==> src/rtl/x_capture_pkg.sv <==
// Shared types and constants for the capture sequencer.
// Consumed by x_capture_sequencer and x_capture_buf.
package x_capture_pkg;

    typedef enum logic [2:0] {
        ST_IDLE    = 3'd0,
        ST_CAPTURE = 3'd1,
        ST_HEADER  = 3'd2,
        ST_DATA    = 3'd3,
        ST_CHECK   = 3'd4
    } capture_sm_t;

    localparam logic [7:0] DEFAULT_HEADER = 8'hA5;

    // Counter width for a given range, never below one bit.
    function automatic int cnt_width(input int range);
        return (range > 1) ? $clog2(range) : 1;
    endfunction

endpackage

==> src/rtl/x_capture_buf.sv <==
// Capture buffer: p_samples x p_length registers, one write port and a
// combinational byte-wide read port addressed by (sample, byte).
module x_capture_buf
    import x_capture_pkg::*;
#(
    parameter int p_length  = 32,
    parameter int p_samples = 4,
    parameter int SW        = cnt_width(p_samples),
    parameter int BW        = cnt_width(p_length / 8)
) (
    input  logic                i_clk,
    input  logic                i_nrst,
    input  logic                i_wr_en,
    input  logic [SW-1:0]       i_wr_addr,
    input  logic [p_length-1:0] i_wr_data,
    input  logic [SW-1:0]       i_rd_sample,
    input  logic [BW-1:0]       i_rd_byte,
    output logic [7:0]          o_rd_byte
);

    localparam int NB = p_length / 8;

    logic [p_length-1:0] r_mem [p_samples];

    always_ff @(posedge i_clk or negedge i_nrst) begin
        if (!i_nrst) begin
            for (int s = 0; s < p_samples; s++) r_mem[s] <= '0;
        end else if (i_wr_en) begin
            for (int s = 0; s < p_samples; s++)
                if (i_wr_addr == SW'(s)) r_mem[s] <= i_wr_data;
        end
    end

    // Mux over constant indices so non-power-of-two depths never index out of range.
    always_comb begin
        o_rd_byte = 8'h00;
        for (int s = 0; s < p_samples; s++)
            for (int b = 0; b < NB; b++)
                if (i_rd_sample == SW'(s) && i_rd_byte == BW'(b))
                    o_rd_byte = r_mem[s][b*8 +: 8];
    end

endmodule

==> src/rtl/x_capture_sequencer.sv <==
// Burst capture of the delay line, streamed as header + data bytes to UART TX.
// Optional trailing XOR checksum byte when X_CAPTURE_CHECKSUM_EN is defined.
//
// state   | meaning
// IDLE    | waiting for i_trig
// CAPTURE | writing one i_data snapshot per cycle into the buffer
// HEADER  | offering p_header
// DATA    | offering buffered bytes, LSB byte first, sample 0 first
// CHECK   | offering XOR of all data bytes (checksum build only)
module x_capture_sequencer
    import x_capture_pkg::*;
#(
    parameter int         p_length  = 32,
    parameter int         p_samples = 4,
    parameter logic [7:0] p_header  = DEFAULT_HEADER
) (
    input  logic                i_clk,
    input  logic                i_nrst,
    input  logic [p_length-1:0] i_data,
    input  logic                i_trig,
    input  logic                i_tx_ready,
    output logic                o_tx_valid,
    output logic [7:0]          o_tx_data,
    output logic                o_busy,
    output logic                o_overrun
);

    localparam int NB = p_length / 8;
    localparam int SW = cnt_width(p_samples);
    localparam int BW = cnt_width(NB);

    capture_sm_t   r_state, w_state_nxt;
    logic [SW-1:0] r_sample_cnt;   // capture write address, then DATA read sample
    logic [BW-1:0] r_byte_idx;
    logic          r_overrun;
    logic [7:0]    w_rd_byte;
    logic          w_last_sample;
    logic          w_last_byte;
    logic          w_xfer;

`ifdef X_CAPTURE_CHECKSUM_EN
    logic [7:0]    r_csum;
`endif

    x_capture_buf #(
        .p_length  (p_length),
        .p_samples (p_samples),
        .SW        (SW),
        .BW        (BW)
    ) u_buf (
        .i_clk       (i_clk),
        .i_nrst      (i_nrst),
        .i_wr_en     (r_state == ST_CAPTURE),
        .i_wr_addr   (r_sample_cnt),
        .i_wr_data   (i_data),
        .i_rd_sample (r_sample_cnt),
        .i_rd_byte   (r_byte_idx),
        .o_rd_byte   (w_rd_byte)
    );

    assign w_last_sample = (r_sample_cnt == SW'(p_samples - 1));
    assign w_last_byte   = (r_byte_idx == BW'(NB - 1));
    assign w_xfer        = o_tx_valid & i_tx_ready;
    assign o_busy        = (r_state != ST_IDLE);
    assign o_overrun     = r_overrun;

    always_ff @(posedge i_clk or negedge i_nrst) begin
        if (!i_nrst) r_state <= ST_IDLE;
        else         r_state <= w_state_nxt;
    end

    always_comb begin
        w_state_nxt = r_state;
        o_tx_valid  = 1'b0;
        o_tx_data   = 8'h00;
        case (r_state)
            ST_IDLE: begin
                if (i_trig) w_state_nxt = ST_CAPTURE;
            end
            ST_CAPTURE: begin
                if (w_last_sample) w_state_nxt = ST_HEADER;
            end
            ST_HEADER: begin
                o_tx_valid = 1'b1;
                o_tx_data  = p_header;
                if (i_tx_ready) w_state_nxt = ST_DATA;
            end
            ST_DATA: begin
                o_tx_valid = 1'b1;
                o_tx_data  = w_rd_byte;
                if (i_tx_ready && w_last_sample && w_last_byte)
`ifdef X_CAPTURE_CHECKSUM_EN
                    w_state_nxt = ST_CHECK;
`else
                    w_state_nxt = ST_IDLE;
`endif
            end
`ifdef X_CAPTURE_CHECKSUM_EN
            ST_CHECK: begin
                o_tx_valid = 1'b1;
                o_tx_data  = r_csum;
                if (i_tx_ready) w_state_nxt = ST_IDLE;
            end
`endif
            default: w_state_nxt = ST_IDLE;
        endcase
    end

    always_ff @(posedge i_clk or negedge i_nrst) begin
        if (!i_nrst) begin
            r_sample_cnt <= '0;
            r_byte_idx   <= '0;
        end else begin
            case (r_state)
                ST_IDLE:    if (i_trig) r_sample_cnt <= '0;
                ST_CAPTURE: r_sample_cnt <= w_last_sample ? '0 : r_sample_cnt + SW'(1);
                ST_HEADER: begin
                    if (w_xfer) begin
                        r_sample_cnt <= '0;
                        r_byte_idx   <= '0;
                    end
                end
                ST_DATA: begin
                    if (w_xfer) begin
                        if (w_last_byte) begin
                            r_byte_idx   <= '0;
                            r_sample_cnt <= w_last_sample ? '0 : r_sample_cnt + SW'(1);
                        end else begin
                            r_byte_idx   <= r_byte_idx + BW'(1);
                        end
                    end
                end
                default: ;
            endcase
        end
    end

    // Sticky until the next trigger that IDLE actually accepts.
    always_ff @(posedge i_clk or negedge i_nrst) begin
        if (!i_nrst)                           r_overrun <= 1'b0;
        else if (i_trig && r_state == ST_IDLE) r_overrun <= 1'b0;
        else if (i_trig)                       r_overrun <= 1'b1;
    end

`ifdef X_CAPTURE_CHECKSUM_EN
    always_ff @(posedge i_clk or negedge i_nrst) begin
        if (!i_nrst)                             r_csum <= 8'h00;
        else if (w_xfer && r_state == ST_HEADER) r_csum <= 8'h00;
        else if (w_xfer && r_state == ST_DATA)   r_csum <= r_csum ^ w_rd_byte;
    end
`endif

endmodule
==> config.mk <==
export PLATFORM = sky130hd
export DESIGN_NAME = x_capture_sequencer
export DESIGN_NICKNAME = d
export VERILOG_FILES = /design/src/rtl/x_capture_pkg.sv /design/src/rtl/x_capture_buf.sv /design/src/rtl/x_capture_sequencer.sv
export SDC_FILE = /design/constraint.sdc
export NUM_CORES = 1
export LEC_CHECK = 0
export ABC_AREA = 1
export CELL_PAD_IN_SITES_DETAIL_PLACEMENT = 1
export CELL_PAD_IN_SITES_GLOBAL_PLACEMENT = 2
export CORE_UTILIZATION = 37
export CTS_CLUSTER_SIZE = 12
export DETAILED_ROUTE_END_ITERATION = 16
export HOLD_SLACK_MARGIN = 0.06
export PLACE_DENSITY = 0.85
export SYNTH_ARGS = -nofsm -noshare
export SYNTH_HDL_FRONTEND = slang
export SYNTH_SLANG_ARGS = --single-unit
==> constraint.sdc <==
create_clock -name i_clk -period 7.9 [get_ports i_clk]
set_clock_uncertainty 0.1 [all_clocks]
set_input_delay 2.37 -clock i_clk [delete_from_list [all_inputs] [get_ports i_clk]]
set_output_delay 2.37 -clock i_clk [all_outputs]
set_load 0.02 [all_outputs]
==> metrics.md <==
| Metric | Value |
|---|---|
| H-Tree Depth | 4 |
| CP Capture Type | output port |
| Slowest stage cell, crit path | clkdlybuf4s50_1 |
| CTS tree | built |
| Clock slew at reported path FFs | 0.06 ns |
| Delay-heaviest family, CP | buffers and inverters |
| Synth Register Bits | 135 |
| Period utilization | 77.5% |
| Comb power frac | 40.3% |
| Routed vias | 5,866 |
| Die area | 18,700 µm² |
| Share of the synthesized area in the top cell type | 50.3% |
| CP cell instances | inv_1, ha_1, nand2_1, inv_1, nand2_1, nand2_1, inv_1, nand2_1, nand2_1, nand2_1, nand2_1, nand2_1, nand2_1, nand3_1, nand3_1, nand2_1, nand2_1, a21oi_1, clkdlybuf4s50_1 |
| Setup ws final | 1.78 ns |
| Final net count | 996 |
| Tmin final | 6.12 ns |
| Aggregate global routing overflow | 0 |
| Post-CTS sizing | 0 |
| Worst hold endpoint | u_buf.r_mem[63]$_DFFE_PN0P_ |
| Max-slew violation count | 0 |
| R2R Setup Slk | 5.58 ns |
| Clock Power Share | 22.4% |
| Seq/Total Area, Yosys | 50.3% |
| Initial antenna violation count | 0 |
| Post-synth EDFFs | 0 |
| Worst EP required | 5.43 ns |
| Flop pwr share | 37.3% |
| Worst-Margin Slew | 1.17 ns |
| Largest net degree at the start of global routing | 79 |
| Dpl ws | 2.17 ns |
| Critical Path Most Common Cell | nand2_1 |
| Core footprint | 17,500 µm² |
| Peak VDD IR | 0.268 mV |
| Final hold violation count | 0 |
| Final setup viols | 0 |
| Depth of the worst hold-timing path | 2 |
| Leak Pwr | 0.00416 µW |
| DRT Pass-1 Iters | 4 |
| GRT Total Usage | 24.6% |
| DRC | 0 |
| Gate Count Post-Synth | 922 |
| Clock buffer depth | 2 |
| Row cnt | 48 |
| Synth top cells by count | nand2_1, o21ai_0, dfrtp_1 |
| Slowest cell delay on critical path | 0.64 ns |
| Initial Utilization | 38.3% |
| F_max | 163 MHz |
| Post-synth cell types | 17 |
| Drt total wl | 21.0 mm |
| RSZ-0062 raised after global routing | false |
| Area Overhead vs Synth | 17.4% |
| Iter 0 DRT Violations | 293 |
| HP Class | register to register |
| Routability cong. | 0.755 |
| Max_cap viols | 0 |
| Net Sw Frac | 41.9% |
| Num CTS Buffers | 17 |
| # diodes | 0 |
| HP Start | u_buf.r_mem[63]$_DFFE_PN0P_ |
| Cell taking the most area after synthesis | dfrtp_1 |
| Worst r2r path cells | 4 |
| Via-to-Cell Ratio | 4.95 |
| Most numerous cell in the Yosys netlist | nand2_1 |
| Vias in the first global route | 5,992 |
| Mapped Nets | 970 |
| Max FO, Critical Path | 14 |
| WP buf/inv | 4 |
| Status | completed |
| Synth area leaders | dfrtp_1, nand2_1, o21ai_0 |
| Syn avg cell area | 7.28 µm² |
| Reg2Reg Capture Point | u_buf.r_mem[88]$_DFFE_PN0P_ |
| Root Buffer | clkbuf_16 |
| Ys async rst share | 100% |
| I/O Buffers | 46 |
| CTS sink count | 135 |
| Slew headroom | 22.0% |
| Sw power | 1430 µW |
| Setup TNS | 0 ns |
| Synth Flop Type | dfrtp_1 |
| Wire length per cell | 17.7 µm |
| Crit path kind | register to output port |
| Crit path DAT | 3.65 ns |
| Count of yosys warnings during synthesis | 0 |
| Int Power | 1990 µW |
| Die Wd | 137 µm |
| FILL cells | 2,201 |
| Post-Syn Area | 6720 µm² |
| Ratio of cells with drive above 1 in the final layout | 5.10% |
| FF-to-FF Start | r_state[1]$_DFFE_PN0P_ |
| First-pass GRT wire length | 33.8 mm |
| Cts hold-fix bufs | 0 |
| Skew-Pair Late Insertion Delay | 0.42 ns |
| # IOs | 47 |
| Critical path startpoint category | register |
| Dpl hpwl | 14.1 mm |
| DRT antenna net count | 0 |
| Post-CTS Setup Repair Bufs | 0 |
| Die Ht | 137 µm |
| Pwr dens | 434 nW/µm² |
==> through the flow <==
| step | total power (µW) | cell area [µm²] | instances | hold slack, ns | utilization, % |
|---|---|---|---|---|---|
| after floorplan | 2160 | 6720 | 922 | 0.346 | - |
| after global placement | 2630 | 7320 | 1154 | 0.358 | 41.7 |
| after detailed placement | 2670 | 7320 | 1154 | 0.365 | 41.7 |
| after CTS | 3460 | 7890 | 1186 | 0.381 | 45.0 |
| after global routing | 3730 | 7890 | 1186 | 0.403 | 45.0 |
| final | 3420 | 7890 | 1186 | 0.378 | 45.0 |
==> layout make-up <==
| class | count | area (µm²) | share of cell area, % |
|---|---|---|---|
| Clock buffer | 19 | 443 | 5.62 |
| Clock inverter | 13 | 124 | 1.57 |
| Inverter | 96 | 360 | 4.57 |
| Multi-Input combinational cell | 650 | 2820 | 35.8 |
| Sequential cell | 135 | 3380 | 42.8 |
| Tap cell | 225 | 282 | 3.57 |
| Timing Repair Buffer | 48 | 477 | 6.04 |
==> kinds of logic after synthesis <==
| logic type | synth area share, % |
|---|---|
| AO/OA/AOI/OAI | 11.5 |
| AND/OR/NAND/NOR | 28.1 |
| buffers and inverters | 7.82 |
| adder cells (fa/ha/maj) | 2.24 |
| flip-flops | 50.3 |
==> power groups by stage <==
stage / logic (µW) / registers [µW] / clock network (µW)
finish: 1380 / 1280 / 766
global route: 1600 / 1320 / 808
CTS: 1400 / 1280 / 782
detailed placement: 1400 / 1280 / 0
global placement: 1360 / 1270 / 0
floorplan: 969 / 1190 / 0
==> flip-flops by register name, indices dropped and copies added, names as in the netlist <==
signal / flops
r_byte_idx: 2
u_buf.r_mem: 128
r_sample_cnt: 2
o_overrun: 1
r_state: 2
==> how the worst max path moves through the flow <==
stage,slack (ns),depth (start not counted),to,start
final,1.78,19,o_tx_data[3],r_byte_idx[1]$_DFFE_PN0P_
after global routing,1.42,23,o_tx_data[0],r_byte_idx[1]$_DFFE_PN0P_
after CTS,1.68,19,o_tx_data[3],r_byte_idx[1]$_DFFE_PN0P_
after detailed placement,2.17,19,o_tx_data[3],r_byte_idx[1]$_DFFE_PN0P_
after global placement,2.20,19,o_tx_data[3],r_byte_idx[1]$_DFFE_PN0P_
after floorplan,3.29,21,o_tx_data[1],r_sample_cnt[0]$_DFFE_PN0P_
==> per-layer routing <==
| metal | part of all wire, % | vias up | GRT usage, % |
|---|---|---|---|
| met5 | 0 | - | 0 |
| met2 | 49 | 90 | 42.0 |
| met1 | 47 | 2854 | 32.3 |
| met4 | 1.2 | 0 | 5.93 |
| met3 | 3.1 | 17 | 4.44 |
| li1 | - | 2905 | - |
==> worst min-delay path, stage by stage (launching register included) <==
cell     delay (ns)
dfrtp_1        0.34
nand2_1        0.05
o21ai_0        0.06
==> cells in the final DEF, fill, tap and decap left out, types with 6 or more instances in the layout <==
| cell type | instances |
|---|---|
| a21oi_1 | 9 |
| clkbuf_16 | 17 |
| clkdlybuf4s50_1 | 45 |
| clkinvlp_4 | 6 |
| dfrtp_1 | 135 |
| ha_1 | 12 |
| inv_1 | 93 |
| nand2_1 | 352 |
| nand2_2 | 6 |
| nand3_1 | 36 |
| nor2_1 | 85 |
| o21ai_0 | 139 |
| or2_2 | 6 |
Note: power is estimated with default switching activity, not from simulation.
